==> src/rtl/cpu_pkg.sv <==
// Shared definitions for the MIPS-subset CPU.
// Holds the fetch-stage reset defaults, the opcode and funct values that the
// front end cares about, and the redirect selector that passes from
// next_pc_gen to fetch_unit.
package cpu_pkg;

    localparam int DATA_W = 32;

    localparam logic [DATA_W-1:0] RESET_PC_DEF = 32'h0000_0000;
    localparam logic [DATA_W-1:0] NOP_WORD_DEF = 32'h0000_0000;

    // Opcode / funct encodings that cause a change of control flow
    localparam logic [5:0] OP_RTYPE  = 6'h00;
    localparam logic [5:0] OP_J      = 6'h02;
    localparam logic [5:0] OP_BNE    = 6'h05;
    localparam logic [5:0] FUNCT_JR  = 6'h08;

    // Which kind of redirect, if any, the ID-stage instruction requests
    typedef enum logic [1:0] {
        RD_NONE = 2'd0,
        RD_JR   = 2'd1,
        RD_J    = 2'd2,
        RD_BR   = 2'd3
    } redirect_e;

endpackage

==> src/rtl/next_pc_gen.sv <==
// Redirect target computation for the fetch stage (purely combinational).
// Ports:
//   id_valid     - IF/ID slot holds a real instruction; gates all decoder inputs
//   stall        - hazard hold; no redirect is selected while asserted
//   Branch/Jump/JR/Zero - decoder and ALU controls for the ID-stage instruction
//   Imm16        - branch immediate (word offset, signed)
//   TargetInstr  - 26-bit jump target field
//   JRAddr       - Rs value for JR
//   id_pcplus4   - PC+4 of the ID-stage instruction
//   sel          - chosen redirect kind (RD_NONE when the PC advances normally)
//   target       - new PC when sel != RD_NONE
//   jr_misalign  - a JR is being taken to an address with nonzero low bits
module next_pc_gen
    import cpu_pkg::*;
(
    input  logic              id_valid,
    input  logic              stall,
    input  logic              Branch,
    input  logic              Jump,
    input  logic              JR,
    input  logic              Zero,
    input  logic [15:0]       Imm16,
    input  logic [25:0]       TargetInstr,
    input  logic [31:0]       JRAddr,
    input  logic [31:0]       id_pcplus4,
    output redirect_e         sel,
    output logic [31:0]       target,
    output logic              jr_misalign
);

    // Sign-extended immediate scaled to a byte offset
    function automatic logic signed [31:0] br_offset(input logic signed [15:0] imm);
        logic signed [31:0] ext;
        ext = {{16{imm[15]}}, imm};
        return ext <<< 2;
    endfunction

    logic [31:0] jr_target;
    logic [31:0] j_target;
    logic [31:0] br_target;

    assign jr_target = {JRAddr[31:2], 2'b00};
    assign j_target  = {id_pcplus4[31:28], TargetInstr, 2'b00};
    assign br_target = id_pcplus4 + 32'(br_offset(Imm16));

    // Nested ifs keep JR out of the picture when Jump=0 and Branch out of
    // the picture when Jump=1, so undriven decoder fields cannot leak in.
    always_comb begin
        sel    = RD_NONE;
        target = br_target;
        if (id_valid && !stall) begin
            if (Jump) begin
                if (JR) begin
                    sel    = RD_JR;
                    target = jr_target;
                end else begin
                    sel    = RD_J;
                    target = j_target;
                end
            end else if (Branch && !Zero) begin
                sel    = RD_BR;
                target = br_target;
            end
        end
    end

    assign jr_misalign = (sel == RD_JR) && (JRAddr[1:0] != 2'b00);

endmodule

==> src/rtl/fetch_unit.sv <==
// Instruction fetch stage and IF/ID pipeline register.
// Holds the PC, addresses instruction memory and registers the fetched word
// plus its PC+4 for decode. A taken redirect loads the target into the PC
// and squashes the word fetched in the same cycle (one bubble, no delay slot).
// Ports:
//   clk, reset   - clock; synchronous active-high reset
//   Stall        - freeze PC and IF/ID, defer any redirect
//   Branch, Jump, JR, Zero, Imm16, TargetInstr, JRAddr - redirect inputs
//   IMemData     - instruction word at IMemAddr (combinational memory)
//   IMemAddr     - current PC
//   IDInstr, IDPCPlus4, IDValid - IF/ID register contents
//   MisalignErr  - sticky flag: a JR target had nonzero low bits
module fetch_unit
    import cpu_pkg::*;
#(
    parameter logic [31:0] RESET_PC = RESET_PC_DEF,
    parameter logic [31:0] NOP_WORD = NOP_WORD_DEF
) (
    input  logic        clk,
    input  logic        reset,
    input  logic        Stall,
    input  logic        Branch,
    input  logic        Jump,
    input  logic        JR,
    input  logic        Zero,
    input  logic [15:0] Imm16,
    input  logic [25:0] TargetInstr,
    input  logic [31:0] JRAddr,
    input  logic [31:0] IMemData,
    output logic [31:0] IMemAddr,
    output logic [31:0] IDInstr,
    output logic [31:0] IDPCPlus4,
    output logic        IDValid,
    output logic        MisalignErr
);

    logic [31:0] pc_p0;
    logic [31:0] instr_p1;
    logic [31:0] pcplus4_p1;
    logic        vld_p1;
    logic        misalign_q;

    logic [31:0] pc_plus4_p0;
    redirect_e   sel;
    logic [31:0] target;
    logic        jr_misalign;

    assign pc_plus4_p0 = pc_p0 + 32'd4;

    next_pc_gen u_next_pc_gen (
        .id_valid    (vld_p1),
        .stall       (Stall),
        .Branch      (Branch),
        .Jump        (Jump),
        .JR          (JR),
        .Zero        (Zero),
        .Imm16       (Imm16),
        .TargetInstr (TargetInstr),
        .JRAddr      (JRAddr),
        .id_pcplus4  (pcplus4_p1),
        .sel         (sel),
        .target      (target),
        .jr_misalign (jr_misalign)
    );

    // ---- IF stage (PC) -> IF/ID boundary ----
    always_ff @(posedge clk) begin
        if (reset) begin
            pc_p0      <= RESET_PC;
            instr_p1   <= NOP_WORD;
            pcplus4_p1 <= 32'd0;
            vld_p1     <= 1'b0;
            misalign_q <= 1'b0;
        end else if (!Stall) begin
            if (sel != RD_NONE) begin
                pc_p0      <= target;
                instr_p1   <= NOP_WORD;
                pcplus4_p1 <= 32'd0;
                vld_p1     <= 1'b0;
            end else begin
                pc_p0      <= pc_plus4_p0;
                instr_p1   <= IMemData;
                pcplus4_p1 <= pc_plus4_p0;
                vld_p1     <= 1'b1;
            end
            if (jr_misalign) begin
                misalign_q <= 1'b1;
            end
        end
    end

    assign IMemAddr    = pc_p0;
    assign IDInstr     = instr_p1;
    assign IDPCPlus4   = pcplus4_p1;
    assign IDValid     = vld_p1;
    assign MisalignErr = misalign_q;

endmodule

==> config.mk <==
export PLATFORM = sky130hd
export DESIGN_NAME = fetch_unit
export DESIGN_NICKNAME = d
export VERILOG_FILES = /design/src/rtl/cpu_pkg.sv /design/src/rtl/next_pc_gen.sv /design/src/rtl/fetch_unit.sv
export SDC_FILE = /design/constraint.sdc
export NUM_CORES = 1
export LEC_CHECK = 0
export ABC_AREA = 1
export CORE_MARGIN = 2
export CORE_UTILIZATION = 52
export DETAILED_ROUTE_END_ITERATION = 12
export GPL_TIMING_DRIVEN = 0
export PLACE_DENSITY = 0.89
export SLEW_MARGIN = 20
export SYNTH_ARGS = -nofsm -noshare
export SYNTH_HDL_FRONTEND = slang
export SYNTH_SLANG_ARGS = --single-unit
==> constraint.sdc <==
create_clock -name clk -period 3.7 [get_ports clk]
set_clock_uncertainty 0.05 [all_clocks]
set_input_delay 1.11 -clock clk [delete_from_list [all_inputs] [get_ports clk]]
set_output_delay 1.11 -clock clk [all_outputs]
set_load 0.005 [all_outputs]
-- Word level (Yosys, flattened, before mapping)
Index checks and enable logic that the tools add are counted.
- mux-type cells: 11
- reduce and logical (&&, ||, !) cells: 8
- equal/unequal tests: 1
- bitwise operators: 1
- add/sub/neg operators: 2
- operator list (kind ; number):
    32-bit two-way mux ; 6
    32-bit by 3-bit adder with 32-bit output, second input constant ; 1
    32-bit adder ; 1
    2-bit two-way mux ; 4
    2-bit nonzero test ; 2
    1-bit logical AND ; 3
    2-bit by 1-bit == test with 1-bit output, second input constant ; 1
    1-bit logical NOT ; 2
    2-bit AND reduction ; 1
    1-bit two-way mux ; 1
    1-bit NOT ; 1
- word-level logic and storage cells: 28
- register bits after elaboration: 98
- input port bits: 113

-- Logic depth before layout (Yosys ltp)
Gate-level depths: netlist (run 1).
- depth after elaboration: 8
- gate-level depth with buffers: 17
- mapped depth without buffers: 17

-- Hierarchy
From an unflattened synthesis (run 1), not the netlist that was laid out.
- cells, all modules: 1196
- area total of the unflattened synthesis: 7196.9 um2
- by module, submodules not included (module ; sequential area each (um2) ; cells each ; times used ; area an instance (um2)):
    fetch_unit ; 1961.9 ; 633 ; 1 ; 4401.7
    next_pc_gen ; 0.0 ; 563 ; 1 ; 2795.2

-- Worst setup path after synthesis (run 1)
OpenSTA, ideal clock, no wires.
- path kind: input port to flip-flop
- from: input port Imm16[0]
- to: register pc_p0[18] (netlist: IMemAddr[18])
- required time: 3.580 ns
- setup time: 0.070 ns
- stages: 14
- slack: 0.875 ns
- arrival: 2.705 ns
- cells stage by stage: ha_1 > fa_1 > nand2_1 > inv_1 > nand2_1 > nand2_1 > nand2_1 > nand3_1 > a21oi_1 > and2_1 > o21ai_1 > nand2_1 > nand2_1 > a21oi_1
- cells in the longest elaborated chain, start to end: 4
- ends and longest elaborated chain (element ; RTL line ; text):
    start: declaration ; fetch_unit.sv:26 ; input logic [15:0] Imm16,
    32-bit adder * ; next_pc_gen.sv:44 ; assign br_target = id_pcplus4 + 32'(br_offset(Imm16));
    32-bit two-way mux ; next_pc_gen.sv:52 ; if (Jump) begin
    32-bit two-way mux * ; next_pc_gen.sv:51 ; if (id_valid && !stall) begin
    32-bit two-way mux * ; fetch_unit.sv:75 ; if (sel != RD_NONE) begin
    end signal: assignment ; fetch_unit.sv:76 ; pc_p0 <= target;
    end signal: assignment ; fetch_unit.sv:81 ; pc_p0 <= pc_plus4_p0;
    end: declaration ; fetch_unit.sv:37 ; logic [31:0] pc_p0;
Mark *: on every way between the ends. The rest lies on a longest branch, timed or not.
A chain may end at the register's enable or synchronous reset.

-- Worst setup path in the final report (run 1)
- from: input port Imm16[0]
- to: register pc_p0[14] (netlist: IMemAddr[14])
Same word-level chain as after synthesis.

==> reports/qor.txt, run 1 <==
status: finished, final reports clean
ant diodes: 0
post-DP HPWL: 22,100 um
site row count: 42
Total GRT Usage: 38.2%
adder-cell share of the synthesized area: 5.65%
crit path cell chain: clkdlybuf4s50_1 -> ha_1 -> fa_1 -> nand2_1 -> inv_1 -> nand2_1 -> nand2_1 -> nand3_1 -> nand3_1 -> xnor2_1 -> o22ai_1 -> a21oi_1 -> nor2_1
Starting Density: 53.1%
Final Wtd Congestion: 0.967
routed len/inst: 18.2 um
worst setup margin: 0.345 ns
# placed instances: 1,518
total clock sinks: 98
Worst slew margin: 50.0%
commonest non-fill, non-tap cell in the layout: nand2_1
RSZ-0062 raised after global routing: no
register area share after synthesis: 28.0%
RR Endpoint: IMemAddr[14]
dpl ws: -0.234 ns
commonest cells after routing, fill and taps aside: 372 x nand2_1, 208 x clkdlybuf4s50_1, 122 x inv_1
CTS buffer count: 9
Critical Path Most Common Cell: nand2_1
Period minus WS final: 3.35 ns
first-pass GRT wire length: 42,900 um
largest family of logic cells by synthesized area: simple AND/OR/NAND/NOR gates
Final Cycle Share: 90.7%
Pre-antenna DRT Iters: 6
syn_nets: 1,277
# IOs: 211
post-synthesis xor/xnor area fraction: 1.88%
Required @ worst endpoint: 3.93 ns
CTS tree: built
placed inst area: 0.00932 mm^2
simple-gate share of the synthesized area: 35.6%
VDD IR max: 0.000394 V
Compound-Gate Fraction of Synth Area: 19.3%
DR iter-0 viols: 925
worst slew pin tran: 0.748 ns
worst setup path category: primary input to flop
flops & latches, synth: 98
Cell Area, Synth: 0.00700 mm^2
cells after synthesis: 1,133
Slew Viols, Final: 0
fin nets: 1,497
maxcap violations: 0
post-CTS resize count: 0
clk_lat worst skew: 0.34 ns
Netlist cell types: 45
vias per inst: 5.73
Design Area, Final: 0.00962 mm^2
Die Wd: 120 um
Die ar.: 0.0144 mm^2
worst r2r src: IDPCPlus4[2]
Port Buffer Count: 209
Worst Path Arrival: 3.58 ns
DRC Markers: 0
gr ovfl total: 0
Synth Flop Type: dfxtp_1
antenna violations before repair: 0
CTS Hold Bufs: 0
final WL: 27,900 um
EDFF count, synth: 0
setup violators final: 0
Critical path origin: Imm16[0]
Clock transition at path regs: 0.07 ns
P per Cell Area: 312 mW/mm^2
Setup Buffers After CTS: 0
Die Ht: 120 um
fraction of registers with async set/reset: 0%
Crit Path Max Fanout: 5
Root Driver: clkbuf_16
area delta synth->final: 37.3%
worst reg-to-reg path cell count: 12
Synth Warn #: 0
hold path depth: 2
core area: 0.0132 mm^2
Bufs on Longest Clock Path: 2
R2R Setup Slk: 1.22 ns
final hold viol count: 0
hold_sp: IDInstr[31]
multiplexer area fraction after synthesis: 0%
Slowest cell on crit path: fa_1
Hold WC Path Type: flop to flop
Max Clk Rate: 298 MHz
layout cells sized above 1: 4.86%
syn avg cell area: 6.18 um^2
setup TNS: 0 ns
type of origin of the critical path: primary input
count of non-filler cells in the finished layout: 1,534
htree depth: 3
largest net degree at the start of global routing: 16
Final ANT Viol Nets: 0
Util after Layout: 72.9%
vias: 8,793
vias in the first global route: 8,350
final hold slack: 0.413 ns
Worst setup EP type: flop
Worst path max stage delay: 0.44 ns
Hold Path End: IDInstr[31]
P_leak: 4.31 nW
Design Power: 3.00 mW
==> worst max-delay path, delay by kind of cell <==
kind,cells,cell delay [ns]
compound gates,2,0.48
fa+ha+maj,2,0.69
xor+xnor,1,0.17
buf+inv,2,0.46
simple gates,6,0.67
==> sequential cells by signal (all words and copies together), names as in the netlist <==
signal and count:
IDValid 1, IDPCPlus4 32, MisalignErr 1, IMemAddr 32, IDInstr 32
==> Yosys cell counts, types with 5 or more instances <==
cell type  count  area, um^2
a21oi_1       99         495
a22o_1         8        70.1
a22oi_1       22         165
buf_2         12        60.1
clkbuf_1      27         101
dfxtp_1       98        1960
ha_1          30         375
inv_1        122         458
inv_2          5        18.8
nand2_1      372        1400
nand3_1       58         290
nand3b_1       8        60.1
nand4_1       16         100
nor2_1        86         323
nor2_2         8        50.1
nor3_1         9        45.0
o21ai_0       70         350
o21ai_1        5        25.0
o21bai_1       8        60.1
o22ai_1       12        75.1
xnor2_1       12         105
==> per-layer routing <==
metal | vias up | track usage (%) | part of all wire (%)
met5 | - | 0 | 0
met4 | 0 | 17.6 | 4.2
met2 | 538 | 65.3 | 46
li1 | 4154 | - | -
met1 | 4011 | 45.9 | 39
met3 | 90 | 7.79 | 10
==> cell type report <==
type                    instances  area [um^2]
clock buffers                  12          246
fillers                      1112         3570
flip-flops and latches         98         1960
well taps                     176          220
repair buffers                209         2090
inverters                     127          477
multi-input cells             865         4370
plain buffers                  43          195
clock inverters                 4         51.3
==> worst max path at each step <==
stage,endpoint,depth (start not counted)
floorplan,IMemAddr[18],14
detailed placement,IMemAddr[30],16
CTS,IMemAddr[30],16
global placement,IMemAddr[30],16
global route,IMemAddr[14],13
finish,IMemAddr[14],13
==> power breakdown <==
group          switching, mW  internal [mW]  leakage (nW)
Sequential            0.0808           1.12         0.806
Combinational          0.465          0.397          3.36
Clock                  0.394          0.543         0.143
==> logic make-up after synthesis <==
logic type                 after synthesis
and+or+nand+nor                        582
AOI/OAI and AO/OA                      237
buffers and inverters                  170
DFF                                     98
adders and majority gates               31
xor gates and xnor gates                15
No activity file was read; power rests on OpenSTA's default activity.
==> run 2, diff against run 1 <==
ABC_AREA = 0   (was 1)
CORE_UTILIZATION = 33   (was 52)
CTS_CLUSTER_DIAMETER = 200   (was not set)
PLACE_DENSITY = 0.62   (was 0.89)
==> run 2 against run 1 <==
Final area shrank 2.8%. Critical endpoint is now IMemAddr[27]. Highest routed layer unchanged. Clock power grew 4.6%. Register-to-register slack lost 0.38 ns. Critical path depth shrank 3. Sequential share of layout area grew 0.59 points. Sequential cell count is the same. Clock-buffer cell count shrank 1. First-iteration DRC count shrank 36%. Largest power group unchanged. Combinational power shrank 21%.
==> reports/qor.txt, run 2 <==
status: finished, final reports clean
Hold WC Path Type: flop to flop
vias per inst: 5.41
Worst slew margin: 26.1%
total clock sinks: 98
post-DP HPWL: 19,700 um
most frequent cells after synthesis: 113 x nor2_1, 104 x a21oi_1, 98 x dfxtp_1
Pre-antenna DRT Iters: 5
Design Area, Final: 0.00935 mm^2
clk_lat worst skew: 0.36 ns
fraction of registers with async set/reset: 0%
P_leak: 3.71 nW
placed inst area: 0.00897 mm^2
Root Driver: clkbuf_16
Final Cycle Share: 99.4%
Required @ worst endpoint: 3.86 ns
Die ar.: 0.0210 mm^2
layout cells sized above 1: 5.44%
DR iter-0 viols: 590
fin nets: 1,206
R2R Setup Slk: 0.84 ns
Starting Density: 33.7%
worst r2r src: IDPCPlus4[6]
area delta synth->final: 42.5%
core area: 0.0195 mm^2
Worst setup EP type: flop
hold path depth: 2
Synth Warn #: 0
Bufs on Longest Clock Path: 2
final hold viol count: 0
flops & latches, synth: 98
commonest cells after routing, fill and taps aside: 207 x clkdlybuf4s50_1, 113 x nor2_1, 102 x a21oi_1
VDD IR max: 0.000190 V
CTS buffer count: 9
EDFF count, synth: 0
worst setup path category: primary input to flop
commonest non-fill, non-tap cell in the layout: clkdlybuf4s50_1
worst setup margin: 0.0208 ns
routed len/inst: 19.5 um
type of origin of the critical path: primary input
# IOs: 211
Die Ht: 145 um
Netlist cell types: 68
Yosys top cell area share: 29.9%
Clock transition at path regs: 0.07 ns
dpl ws: -0.685 ns
site row count: 51
syn_nets: 986
DRC Markers: 0
setup violators final: 0
Total GRT Usage: 24.2%
Worst Path Arrival: 3.84 ns
CTS tree: built
vias: 7,204
maxcap violations: 0
Slew Viols, Final: 0
Max Clk Rate: 272 MHz
Cell Area, Synth: 0.00656 mm^2
CTS Hold Bufs: 0
worst reg-to-reg path cell count: 9
Final Wtd Congestion: 0.929
register area share after synthesis: 29.9%
Synth Flop Type: dfxtp_1
Crit Path Max Fanout: 3
largest net degree at the start of global routing: 16
cells after synthesis: 842
top post-synthesis cells by area: dfxtp_1 30%, a21oi_1 7.9%, nor2_1 6.5%
P per Cell Area: 301 mW/mm^2
final hold slack: 0.399 ns
syn avg cell area: 7.79 um^2
Port Buffer Count: 208
post-synth top area cell: dfxtp_1
Die Wd: 145 um
Hold Path End: MisalignErr
worst slew pin tran: 1.11 ns
Final ANT Viol Nets: 0
ant diodes: 0
Period minus WS final: 3.68 ns
antenna violations before repair: 0
vias in the first global route: 6,994
first-pass GRT wire length: 39,700 um
htree depth: 3
RR Endpoint: IMemAddr[28]
final WL: 26,000 um
hold_sp: MisalignErr
gr ovfl total: 0
top-count cell post-synth: nor2_1
-- run 2: changes by cell type after synthesis, moves of 27 or more --
cell and delta:
nand2_1 -310, inv_1 -108, and3_1 +39, nand3_1 -37
o21ai_0 -35, mux2i_1 +28, nor2_1 +27
-- run 2: per-stage QoR --
stage | TNS [ns] | power, mW | std cells | util, %
2_1_floorplan | 0 | 1.50 | 842 | -
3_3_place_gp | -8.65 | 1.84 | 1315 | 46.1
3_5_place_dp | -9.13 | 1.85 | 1315 | 46.1
6_report | 0 | 2.82 | 1331 | 48.0
4_1_cts | 0 | 2.81 | 1330 | 47.7
5_1_grt | -0.117 | 2.93 | 1331 | 48.0
-- run 2: report_power, final --
| group | internal [mW] | switching, mW |
|---|---|---|
| clock | 0.541 | 0.439 |
| sequential | 1.10 | 0.0533 |
| combinational | 0.343 | 0.335 |
| total | 1.99 | 0.828 |
-- run 2: critical path, cell delays in order --
cell and delay, ns:
clkdlybuf4s50_1 0.46, ha_1 0.31, a21o_1 0.16, a21oi_1 0.48, o41ai_4 0.18, o31ai_4 0.38, a21oi_2 0.16, mux2i_1 0.15
a211oi_1 0.30, a221oi_1 0.14
-- run 2: repair_timing --
action,CTS,global route
pin swaps,0,6
setup buffers,0,1
setup endpoints to repair,11,23
gates resized for setup,5,15
-- run 2: cells by family after synthesis --
group / count (synthesis) / synth area share [%]
AOI/OAI and AO/OA: 252 / 24.7
xor gates and xnor gates: 48 / 6.41
buffers and inverters: 74 / 5.38
DFF: 98 / 29.9
adders and majority gates: 31 / 6.03
muxes: 32 / 4.96
and+or+nand+nor: 307 / 22.6
-- run 2: layer usage --
| layer | routed length (um) | share of wire [%] | vias up | global-route usage, % |
|---|---|---|---|---|
| met5 | 0 | 0 | - | 0 |
| met1 | 11300 | 44 | 3365 | 32.1 |
| li1 | - | - | 3487 | - |
| met3 | 2010 | 7.7 | 52 | 4.69 |
| met2 | 11800 | 45 | 300 | 38.4 |
| met4 | 857 | 3.3 | 0 | 9.95 |
-- run 2: how the worst max path moves through the flow --
stage,start,end,slack [ns],cells past startpoint
after global placement,Imm16[15],IMemAddr[30],-0.65,11
after global routing,Imm16[12],IMemAddr[29],-0.04,9
after floorplan,Imm16[0],IMemAddr[24],0.32,10
final,Imm16[1],IMemAddr[27],0.02,10
after CTS,Imm16[0],IMemAddr[28],0.006,11
after detailed placement,Imm16[0],IMemAddr[24],-0.69,11
-- run 2: cell type report --
class,instances,area [um^2]
flip-flops and latches,98,1960
repair buffers,209,2080
well taps,265,332
clock inverters,4,52.6
plain buffers,59,299
inverters,15,56.3
clock buffers,11,243
fillers,1933,10100
multi-input cells,670,4320
==> run 3, diff against run 2 <==
CTS_BUF_LIST = sky130_fd_sc_hd__clkbuf_4   (was not set)
==> run 3 against run 2 <==
Cell count hardly changed. First-iteration DRC count is 14% lower. Clock-buffer cell count is 1 lower. Global-route usage is 0.13 points lower. Combinational power is 0.9% lower. Sequential share of layout area is 0.51 points higher. Worst setup slack better by 0.084 ns. Largest power group unchanged. Highest routed layer unchanged.
==> reports/qor.txt, run 3 (synthesis results as in run 2) <==
status: finished, final reports clean
worst r2r src: IDPCPlus4[2]
Final Cycle Share: 97.2%
routed len/inst: 19.4 um
worst slew pin tran: 1.09 ns
Die Ht: 145 um
site row count: 51
VDD IR max: 0.000178 V
GRT Max-Usage Layer: met2
largest net degree at the start of global routing: 16
Die Wd: 145 um
Worst setup EP type: flop
hold_sp: MisalignErr
gr ovfl total: 0
count of non-filler cells in the finished layout: 1,330
Clock transition at path regs: 0.16 ns
Design Power: 2.44 mW
Crit Path Max Fanout: 4
worst setup margin: 0.105 ns
met1 usage: 31.8%
Worst slew margin: 27.5%
sequential power share: 47.5%
fin nets: 1,205
vias per inst: 5.42
antenna violations before repair: 0
Pint: 1.66 mW
Die ar.: 0.0210 mm^2
area delta synth->final: 39.1%
worst reg-to-reg path cell count: 10
vias in the first global route: 6,971
worst setup path category: primary input to flop
CTS buffer count: 9
core area: 0.0195 mm^2
# placed instances: 1,315
commonest cells after routing, fill and taps aside: 207 x clkdlybuf4s50_1, 113 x nor2_1, 104 x a21oi_1
dpl ws: -0.685 ns
Slew Viols, Final: 0
final hold viol count: 0
ant diodes: 0
RR Endpoint: IMemAddr[28]
commonest non-fill, non-tap cell in the layout: clkdlybuf4s50_1
total clock sinks: 98
type of origin of the critical path: primary input
Starting Density: 33.7%
DRC Markers: 0
P per Cell Area: 268 mW/mm^2
CTS tree: built
maxcap violations: 0
P_sw: 0.785 mW
RSZ-0062 raised after global routing: no
Sw Share: 32.1%
layout cells sized above 1: 4.51%
global-route met2 utilization: 38.9%
first-pass GRT wire length: 39,600 um
Pre-antenna DRT Iters: 5
Hold Path End: MisalignErr
R2R Setup Slk: 0.76 ns
setup violators final: 0
htree depth: 3
clock share of power: 25.0%
Final ANT Viol Nets: 0
Period minus WS final: 3.60 ns
Hold WC Path Type: flop to flop
CTS Hold Bufs: 0
setup TNS: 0 ns
clk_lat worst skew: 0.50 ns
Total GRT Usage: 24.0%
Worst Path Arrival: 3.99 ns
hold path depth: 2
Final Wtd Congestion: 0.929
post-DP HPWL: 19,700 um
# IOs: 211
global routing usage on met3: 4.97%
Root Driver: clkbuf_4
Bufs on Longest Clock Path: 2
DR iter-0 viols: 508
Combinational Power Share: 27.6%
final hold slack: 0.410 ns
final WL: 25,800 um
vias: 7,206
Required @ worst endpoint: 4.09 ns
P_leak: 3.61 nW
Max Clk Rate: 278 MHz
Port Buffer Count: 208
[run 3: cell count changes in the layout (fill, tap and decap cells not counted), moves of 2 or more]
cell | previous run | this run
a21oi_2 | 2 | 0
clkbuf_2 | 3 | 0
clkbuf_4 | 0 | 10
a21oi_1 | 102 | 104
clkbuf_16 | 9 | 0
[run 3: worst max-delay path by stage]
stage / from / endpoint / slack [ns]
final: Imm16[0] / IMemAddr[28] / 0.10
after global placement: Imm16[15] / IMemAddr[30] / -0.65
after floorplan: Imm16[0] / IMemAddr[24] / 0.32
after global routing: Imm16[15] / IMemAddr[30] / 0.006
after detailed placement: Imm16[0] / IMemAddr[24] / -0.69
after CTS: Imm16[1] / IMemAddr[27] / 0.009
[run 3: metal layers]
metal / vias up / routed length (um)
met5: - / 0
met1: 3360 / 11300
met4: 0 / 728
met2: 322 / 11700
li1: 3479 / -
met3: 45 / 2080
[run 3: through the flow]
step | instance area [um^2] | utilization [%]
2_1_floorplan | 6560 | -
3_3_place_gp | 8970 | 46.1
3_5_place_dp | 8970 | 46.1
4_1_cts | 9100 | 46.8
5_1_grt | 9120 | 46.9
6_report | 9120 | 46.9
[run 3: repair_timing]
| action | CTS | global route |
|---|---|---|
| hold endpoints to repair | 0 | 0 |
| setup endpoints to repair | 5 | 7 |
| resized for setup | 2 | 3 |
| buffers inserted | 0 | 0 |
[run 3: power by group through the flow]
stage | clock network [mW] | registers, mW | logic, mW
finish | 0.609 | 1.16 | 0.673
global route | 0.651 | 1.17 | 0.730
detailed placement | 0 | 1.18 | 0.666
floorplan | 0 | 1.17 | 0.326
global placement | 0 | 1.18 | 0.662
CTS | 0.614 | 1.16 | 0.669
[run 3: critical path: stages]
cell and delay (ns):
clkdlybuf4s50_1 0.46, ha_1 0.17, fa_1 0.22, a21o_2 0.20, a31oi_4 0.12, o31ai_4 0.45
o31ai_4 0.13, a211oi_1 0.38, o22ai_1 0.20, or4_1 0.44, o211ai_1 0.09
[run 3: layout make-up]
| class | instances | area, um^2 |
|---|---|---|
| repair buffers | 208 | 2080 |
| plain buffers | 59 | 297 |
| well taps | 265 | 332 |
| flip-flops and latches | 98 | 1960 |
| clock buffers | 10 | 75.1 |
| fillers | 1956 | 10300 |
| multi-input cells | 670 | 4270 |
| clock inverters | 5 | 56.3 |
| inverters | 15 | 56.3 |
